<file path="config.mk">
export PLATFORM = sky130hd
export DESIGN_NAME = mips_multicycle_ctrl
export DESIGN_NICKNAME = d
export VERILOG_FILES = /design/src/rtl/mips_ctrl_pkg.sv /design/src/rtl/mips_ctrl_outputs.sv /design/src/rtl/mips_multicycle_ctrl.sv
export SDC_FILE = /design/constraint.sdc
export NUM_CORES = 1
export LEC_CHECK = 0
export ABC_AREA = 1
export BUFFER_PORTS_ARGS = -buffer_cell sky130_fd_sc_hd__buf_4
export CORE_MARGIN = 5
export CORE_UTILIZATION = 38
export CTS_CLUSTER_DIAMETER = 80
export DETAILED_ROUTE_END_ITERATION = 12
export PLACE_DENSITY_LB_ADDON = 0.05
export SETUP_SLACK_MARGIN = 0.02
export SYNTH_ARGS = -nofsm -noshare
export SYNTH_HDL_FRONTEND = slang
export SYNTH_HIERARCHICAL = 1
export SYNTH_SLANG_ARGS = --single-unit
export TNS_END_PERCENT = 5
</file>
<file path="constraint.sdc">
create_clock -name clk -period 1.04 [get_ports clk]
set_input_delay 0.052 -clock clk [delete_from_list [all_inputs] [get_ports clk]]
set_output_delay 0.052 -clock clk [all_outputs]
set_load 0.005 [all_outputs]
</file>
<file path="src/rtl/mips_ctrl_pkg.sv">
// ============================================================================
// Module      : mips_ctrl_pkg
// Description : Shared opcodes, ALU/mux encodings and state encoding for the
//               multicycle MIPS control FSM.
// Revision    : 1.0 - initial release
// ============================================================================
`default_nettype none

package mips_ctrl_pkg;

    localparam int ST_W = 4;

    localparam logic [5:0] OP_RTYPE = 6'b000000;
    localparam logic [5:0] OP_LW    = 6'b100011;
    localparam logic [5:0] OP_SW    = 6'b101011;
    localparam logic [5:0] OP_BEQ   = 6'b000100;
    localparam logic [5:0] OP_J     = 6'b000010;
    localparam logic [5:0] OP_ADDI  = 6'b001000;

    localparam logic [1:0] ALUOP_ADD   = 2'b00;
    localparam logic [1:0] ALUOP_SUB   = 2'b01;
    localparam logic [1:0] ALUOP_FUNCT = 2'b10;

    localparam logic [1:0] ALUB_RT      = 2'b00;
    localparam logic [1:0] ALUB_FOUR    = 2'b01;
    localparam logic [1:0] ALUB_IMM     = 2'b10;
    localparam logic [1:0] ALUB_IMM_SH2 = 2'b11;

    localparam logic [1:0] PCSRC_ALU    = 2'b00;
    localparam logic [1:0] PCSRC_ALUOUT = 2'b01;
    localparam logic [1:0] PCSRC_JUMP   = 2'b10;

    typedef enum logic [ST_W-1:0] {
        S_FETCH    = 4'd0,
        S_DECODE   = 4'd1,
        S_MEM_ADDR = 4'd2,
        S_MEM_RD   = 4'd3,
        S_MEM_WB   = 4'd4,
        S_MEM_WR   = 4'd5,
        S_R_EXEC   = 4'd6,
        S_R_WB     = 4'd7,
        S_BRANCH   = 4'd8,
        S_JUMP     = 4'd9,
        S_ADDI_EX  = 4'd10,
        S_ADDI_WB  = 4'd11
    } state_e;

endpackage

`default_nettype wire

</file>
<file path="src/rtl/mips_ctrl_outputs.sv">
// ============================================================================
// Module      : mips_ctrl_outputs
// Description : Moore decode of FSM state into the datapath control vector.
//               Optional macro MIPS_CTRL_ADDI_EN enables the ADDI states.
// Revision    : 1.0 - initial release
// ============================================================================
`default_nettype none

module mips_ctrl_outputs
    import mips_ctrl_pkg::*;
(
    input  logic [3:0] i_state,
    output logic       o_pc_write,
    output logic       o_pc_write_cond,
    output logic       o_i_or_d,
    output logic       o_mem_read,
    output logic       o_mem_write,
    output logic       o_mem_to_reg,
    output logic       o_reg_dst,
    output logic       o_reg_write,
    output logic       o_alu_src_a,
    output logic [1:0] o_alu_src_b,
    output logic [1:0] o_pc_source,
    output logic [1:0] o_aluop
);

    state_e w_st;
    assign w_st = state_e'(i_state);

    always_comb begin
        o_pc_write      = 1'b0;
        o_pc_write_cond = 1'b0;
        o_i_or_d        = 1'b0;
        o_mem_read      = 1'b0;
        o_mem_write     = 1'b0;
        o_mem_to_reg    = 1'b0;
        o_reg_dst       = 1'b0;
        o_reg_write     = 1'b0;
        o_alu_src_a     = 1'b0;
        o_alu_src_b     = ALUB_RT;
        o_pc_source     = PCSRC_ALU;
        o_aluop         = ALUOP_ADD;
        case (w_st)
            // FETCH pc_write/ir_write depend on mem_ready and live in the top
            S_FETCH: begin
                o_mem_read  = 1'b1;
                o_alu_src_b = ALUB_FOUR;
            end
            S_DECODE: o_alu_src_b = ALUB_IMM_SH2;
            S_MEM_ADDR: begin
                o_alu_src_a = 1'b1;
                o_alu_src_b = ALUB_IMM;
            end
            S_MEM_RD: begin
                o_mem_read = 1'b1;
                o_i_or_d   = 1'b1;
            end
            S_MEM_WB: begin
                o_reg_write  = 1'b1;
                o_mem_to_reg = 1'b1;
            end
            S_MEM_WR: begin
                o_mem_write = 1'b1;
                o_i_or_d    = 1'b1;
            end
            S_R_EXEC: begin
                o_alu_src_a = 1'b1;
                o_aluop     = ALUOP_FUNCT;
            end
            S_R_WB: begin
                o_reg_write = 1'b1;
                o_reg_dst   = 1'b1;
            end
            S_BRANCH: begin
                o_alu_src_a     = 1'b1;
                o_aluop         = ALUOP_SUB;
                o_pc_write_cond = 1'b1;
                o_pc_source     = PCSRC_ALUOUT;
            end
            S_JUMP: begin
                o_pc_write  = 1'b1;
                o_pc_source = PCSRC_JUMP;
            end
`ifdef MIPS_CTRL_ADDI_EN
            S_ADDI_EX: begin
                o_alu_src_a = 1'b1;
                o_alu_src_b = ALUB_IMM;
            end
            S_ADDI_WB: o_reg_write = 1'b1;
`endif
            default: ;
        endcase
    end

endmodule

`default_nettype wire

</file>
<file path="src/rtl/mips_multicycle_ctrl.sv">
// ============================================================================
// Module      : mips_multicycle_ctrl
// Description : Multicycle MIPS main control FSM (state register, next-state
//               logic, FETCH handshake gating). Macro MIPS_CTRL_ADDI_EN adds addi.
// Revision    : 1.0 - initial release
// ============================================================================
`default_nettype none

module mips_multicycle_ctrl
    import mips_ctrl_pkg::*;
#(
    parameter int STATE_W  = 4,
    parameter int OPCODE_W = 6
) (
    input  logic                clk,
    input  logic                reset,
    input  logic [OPCODE_W-1:0] opcode,
    input  logic                mem_ready,
    output logic                pc_write,
    output logic                pc_write_cond,
    output logic                i_or_d,
    output logic                mem_read,
    output logic                mem_write,
    output logic                ir_write,
    output logic                mem_to_reg,
    output logic                reg_dst,
    output logic                reg_write,
    output logic                alu_src_a,
    output logic [1:0]          alu_src_b,
    output logic [1:0]          pc_source,
    output logic [1:0]          aluop,
    output logic                illegal_op,
    output logic [STATE_W-1:0]  dbg_state
);

    state_e r_state_q;
    state_e w_state_d;
    logic   w_illegal;
    logic   w_dec_pc_write;
    logic   w_fetch_go;

    always_ff @(posedge clk or posedge reset) begin
        if (reset) r_state_q <= S_FETCH;
        else       r_state_q <= w_state_d;
    end

    always_comb begin
        w_state_d = S_FETCH;
        w_illegal = 1'b0;
        case (r_state_q)
            S_FETCH:  w_state_d = mem_ready ? S_DECODE : S_FETCH;
            S_DECODE: begin
                case (opcode)
                    OP_LW, OP_SW: w_state_d = S_MEM_ADDR;
                    OP_RTYPE:     w_state_d = S_R_EXEC;
                    OP_BEQ:       w_state_d = S_BRANCH;
                    OP_J:         w_state_d = S_JUMP;
`ifdef MIPS_CTRL_ADDI_EN
                    OP_ADDI:      w_state_d = S_ADDI_EX;
`endif
                    default:      w_illegal = 1'b1;
                endcase
            end
            // Anything other than a store falls back to the harmless read path
            S_MEM_ADDR: w_state_d = (opcode == OP_SW) ? S_MEM_WR : S_MEM_RD;
            S_MEM_RD:   w_state_d = mem_ready ? S_MEM_WB : S_MEM_RD;
            S_MEM_WR:   w_state_d = mem_ready ? S_FETCH : S_MEM_WR;
            S_R_EXEC:   w_state_d = S_R_WB;
`ifdef MIPS_CTRL_ADDI_EN
            S_ADDI_EX:  w_state_d = S_ADDI_WB;
`endif
            default:    w_state_d = S_FETCH;
        endcase
    end

    mips_ctrl_outputs u_outputs (
        .i_state         (r_state_q),
        .o_pc_write      (w_dec_pc_write),
        .o_pc_write_cond (pc_write_cond),
        .o_i_or_d        (i_or_d),
        .o_mem_read      (mem_read),
        .o_mem_write     (mem_write),
        .o_mem_to_reg    (mem_to_reg),
        .o_reg_dst       (reg_dst),
        .o_reg_write     (reg_write),
        .o_alu_src_a     (alu_src_a),
        .o_alu_src_b     (alu_src_b),
        .o_pc_source     (pc_source),
        .o_aluop         (aluop)
    );

    // Reset masks the fetch handshake so no PC/IR load can slip through
    assign w_fetch_go = (r_state_q == S_FETCH) & mem_ready & ~reset;
    assign pc_write   = w_dec_pc_write | w_fetch_go;
    assign ir_write   = w_fetch_go;
    assign illegal_op = w_illegal;
    assign dbg_state  = STATE_W'(r_state_q);

endmodule

`default_nettype wire

</file>
# [Word-level counts from Yosys, hierarchy flattened]
# Index checks and enable logic that the tools add are counted.
# Widths: inputs -> output; s select.
[totals] register_bits=4 in_bits=9 out_inout_bits=21 elab_cells=46
[op_classes] n_eq_ne=13 mux=20 bitwise_logic=4 reduce_logical=8
[op_table] cell="$pmux 4 s6" n=1
[op_table] cell="$eq 4x3->1 const B" n=4
[op_table] cell="$pmux 4 s4" n=1
[op_table] cell="$eq 6x6->1 const B" n=2
[op_table] cell="$mux 1" n=12
[op_table] cell="$mux 3" n=3
[op_table] cell="$eq 4x2->1 const B" n=2
[op_table] cell="$eq 4x4->1 const B" n=2
[op_table] cell="$pmux 2 s2" n=2
[op_table] cell="$reduce_or 2->1" n=4
[op_table] cell="$eq 6x2->1 const B" n=1
[op_table] cell="$eq 6x3->1 const B" n=1
[op_table] cell="$logic_not 6->1" n=1
[op_table] cell="$pmux 2 s3" n=1
[op_table] cell="$reduce_or 5->1" n=1
[op_table] cell="$eq 4x1->1 const B" n=1
[op_table] cell="$logic_not 4->1" n=1
[op_table] cell="$reduce_or 3->1" n=1
[op_table] cell="$and 1x1->1" n=2
[op_table] cell="$not 1->1" n=1
[op_table] cell="$or 1x1->1" n=1

# [Longest topological paths before layout]
[logic_depth] ltp_word=4 depth_mapped=7 ltp_nobuf=7

# [Cells and area by module]
# The synthesis kept the hierarchy.
[by_module_without_submodules] mod="mips_multicycle_ctrl" instances=1 cells_per_inst=67 area_per_inst_um2=392.9 seq_area_each_um2=100.1
[by_module_without_submodules] mod="mips_ctrl_outputs" instances=1 cells_per_inst=40 area_per_inst_um2=160.2 seq_area_each_um2=0.0

# [Worst setup path before layout]
# Ideal clock, no wire load.
[synth_path] path_type="reg2reg" from="register r_state_q[0] (netlist: dbg_state[0])" to="register r_state_q[0] (netlist: dbg_state[0])" setup_ps=119 arrival_time_ps=894 t_required_ps=921 setup_slack_ps=27 stages_incl_launch_ff=8 n_path_buf=0 synth_period_minus_slack_ps=1013 cell_sequence="dfrtp_1 > inv_2 > nand2_1 > inv_1 > nand2_1 > nand2_1 > nor2_1 > nand2_1"
[synth_between] elab_chain_len=2 elab_cells_between_ends=7 classes_between="5 x eq/ne; 1 x mux; 1 x reduce/logical"
[synth_rtl] element="from (decl)" line_no="mips_multicycle_ctrl.sv:36" source="state_e r_state_q;"
[synth_rtl] element="from (signal assigned)" line_no="mips_multicycle_ctrl.sv:44" source="else r_state_q <= w_state_d;"
[synth_rtl] element="$eq 4x3->1 (tied with other cells)" line_no="mips_multicycle_ctrl.sv:50" source="case (r_state_q)"
[synth_rtl] element="$pmux 4 s6 (*)" line_no="mips_multicycle_ctrl.sv:50"
[synth_rtl] element="via w_state_d[0]" line_no="mips_multicycle_ctrl.sv:37" source="state_e w_state_d;"
# Mark *: on every way through the listed nets, which the timed path passes. The rest lies on a longest branch.

# [Worst setup path after layout]
[layout_path] from="register r_state_q[1] (netlist: dbg_state[1])" to="output port illegal_op"
[layout_between] elab_chain_len=2
[layout_rtl] element="$eq 4x1->1" line_no="mips_multicycle_ctrl.sv:50"
[layout_rtl] element="$mux 1" line_no="mips_multicycle_ctrl.sv:50"
[layout_rtl] element="to (decl)" line_no="mips_multicycle_ctrl.sv:32" source="output logic illegal_op,"
# No other way between the ends.

==> impl_results.md <==
* Worst-path fanout max at 7
* Crit path from: dbg_state[1]
* Hold path start: opcode[5]
* R2R setup slack at -150 ps
* Data arrival time of the worst path at 1260 ps
* Worst skew pair latency at 240 ps
* DP Wirelength at 1.22 mm
* Vias per cell at 4.59
* WHS at 161 ps
* Final setup vio count at 20
* Worst r2r dst: dbg_state[2]
* IO buf count at 29
* Clock-pin transition on the worst setup and hold timing paths at 40 ps
* Flops & latches, synth at 4
* Routed vias at 734
* Dpl cells at 153
* RSZ-0062 raised after global routing: yes
* Leakage at 0.578 nW
* Pre-antenna DRT Iters at 4
* Initial antenna violation count at 0
* Internal at 921 uW
* Vias in the first global route at 659
* Layout Nets at 156
* Antenna diodes at 0
* Min-delay worst type: primary input to flop
* Kind of critical path: flop to output pin
* Htree depth at 1
* Switching share of total power at 44.3%
* Top Family by Delay on Critical Path: flip-flops
* Critical Path End: illegal_op
* Psw at 733 uW
* Slew HR at 84.6%
* CTS tree: built
* Final ANT Viol Nets at 0
* Die Y at 48.2 microns
* Sequential element share of the synthesized area at 18.1%
* Share of cells above drive strength 1 at 44.8%
* Final critical-path required period at 1310 ps
* Comb pwr share at 69.5%
* Filler cells at 133
* Commonest non-fill, non-tap cells in the layout: buf_4, nand2_1, nor2_1
* DIE WIDTH at 48.2 microns
* Setup ws final at -274 ps
* Levels on crit path at 6
* CTS Root Cell: clkbuf_4
* Worst Path Buf+Inv at 2
* 1st-iter DRT viols at 9
* Syn_area_per_cell at 5.17 sq um
* Layout Area Growth over Synthesis at 63.8%
* Die area at 2320 sq um
* Largest register FFs at 4
* Setup crit end kind: output pin
* Tcrit/Tclk final at 126%
* Total grt overflow at 0
* Pwr/cell area at 1820 nW/um^2
* RR Startpoint: dbg_state[2]
* Global-route wire length before repair at 2.54 mm
* CP max stage delay at 470 ps
* Startpoint Class: flop
* Clock sink count at 4
* Worst Clk Skew at 5.46 ps
* Initial Util at 41.5%
* Worst r2r path cells at 7
* Fmax at 761 MHz
* Routed wire length at 1.51 mm
* Commonest non-fill, non-tap cell in the layout: buf_4
* Synth Instances at 107
* I/O pin total at 30
* Final Max Slew Viols at 0
* DRC viols at 0
* Least-Margin Pin Slew at 231 ps
* Finished Layout Cells at 160
* Fin util at 67.9%
* Avg WL per Cell at 9.42 microns
* Run status: complete, but fails checks
* MaxCap Viol Count at 0
* Clock power frac at 11.7%
* RePlAce Congestion at 0.812
* Critical Path RT at 990 ps
* Global router's overall resource usage at 15.3%
* Clock Tree Buf Depth at 2
* Syn nets at 116
* Cell area after synthesis at 553 sq um
* Placed Area at 805 sq um
* Flop pwr share at 18.8%
* Netlist cell types at 15
* Placement row count at 13
* Final Cell Area at 906 sq um
* Total CTS buffers at 3
* Final Hold Fails at 0
* Crit-path cells: nor2_4 > nand2_2 > clkinv_2 > nand3_2 > nor2_2 > buf_4
* Yosys warns at 6
* Area used by multi-input combinational logic at 369 sq um
* CP max stage cell: dfrtp_2
* Peak VDD IR at 1.11 mV
* Core Footprint at 1330 sq um
* Register area at 105 sq um
* Maximum number of pins on one net before global-route repair at 8
* Failing checks: negative setup slack
## how the worst min path moves through the flow
| stage | endpoint | slack [ps] | cells after the start |
|---|---|---|---|
| global route | dbg_state[3] | 200 | 3 |
| CTS | dbg_state[3] | 160 | 4 |
| detailed placement | dbg_state[2] | -40 | 2 |
| global placement | dbg_state[2] | -40 | 2 |
| floorplan | dbg_state[0] | -180 | 1 |
| finish | dbg_state[3] | 160 | 4 |
## through the flow
step           TNS (ps)  total power [mW]  setup WS (ps)
6_report          -3850              1.65           -274
5_1_grt           -5390              1.80           -370
4_1_cts           -3680              1.57           -257
3_5_place_dp       -191              1.31          -64.3
3_3_place_gp       -217              1.30          -53.2
2_1_floorplan         0             0.805           27.5
## cells in the mapped netlist, drive strengths merged
cell,instances,area share [%]
a21oi,1,0.90
buf,2,2.7
clkinv,1,0.90
dfrtp,4,18
inv,25,17
nand2,29,21
nand3,9,11
nand4,1,1.1
nor2,34,27
or2,1,1.1
## power by group through the flow
stage | clock [mW] | sequential [mW] | combinational (mW)
6_report | 0.194 | 0.310 | 1.15
5_1_grt | 0.199 | 0.318 | 1.29
4_1_cts | 0.192 | 0.299 | 1.07
3_5_place_dp | 0 | 0.280 | 1.03
3_3_place_gp | 0 | 0.283 | 1.01
2_1_floorplan | 0 | 0.293 | 0.513
## worst reg2reg max path: stages (launching register included)
cell and delay (ps):
dfrtp_2 440, nor2_4 160, buf_4 130, buf_4 120, nand2_2 70, nor2_1 100
nor2_1 40, nand2_1 60
## final cells by class
cell class | instances | share of cell area, %
Clock buffer | 3 | 2.49
Inverter | 26 | 10.9
Multi-Input combinational cell | 75 | 40.7
Sequential cell | 4 | 11.6
Tap cell | 15 | 2.07
Timing Repair Buffer | 37 | 32.2
## kinds of logic after synthesis
family / Yosys count / synth area share (%)
and+or+nand+nor: 74 / 60.4
buffers and inverters: 28 / 20.6
DFF: 4 / 18.1
AOI/OAI and AO/OA: 1 / 0.904
## routing by layer
| layer | vias to the layer above | GRT usage (%) | share of wire (%) |
|---|---|---|---|
| met4 | 0 | 6.45 | 0.73 |
| met3 | 2 | 2.21 | 7.2 |
| met1 | 325 | 17.8 | 39 |
| met5 | - | 0 | 0 |
| li1 | 385 | - | - |
| met2 | 22 | 27.3 | 53 |
## repair_timing
| action | CTS | global route |
|---|---|---|
| pin swaps | 2 | 3 |
| setup buffers | 2 | 1 |
| resized for setup | 9 | 8 |
| hold buffers | 1 | 0 |
| endpoints found under the hold margin | 4 | 0 |
| endpoints found under the setup margin | 22 | 23 |
Note: power is estimated with default switching activity, not from simulation.
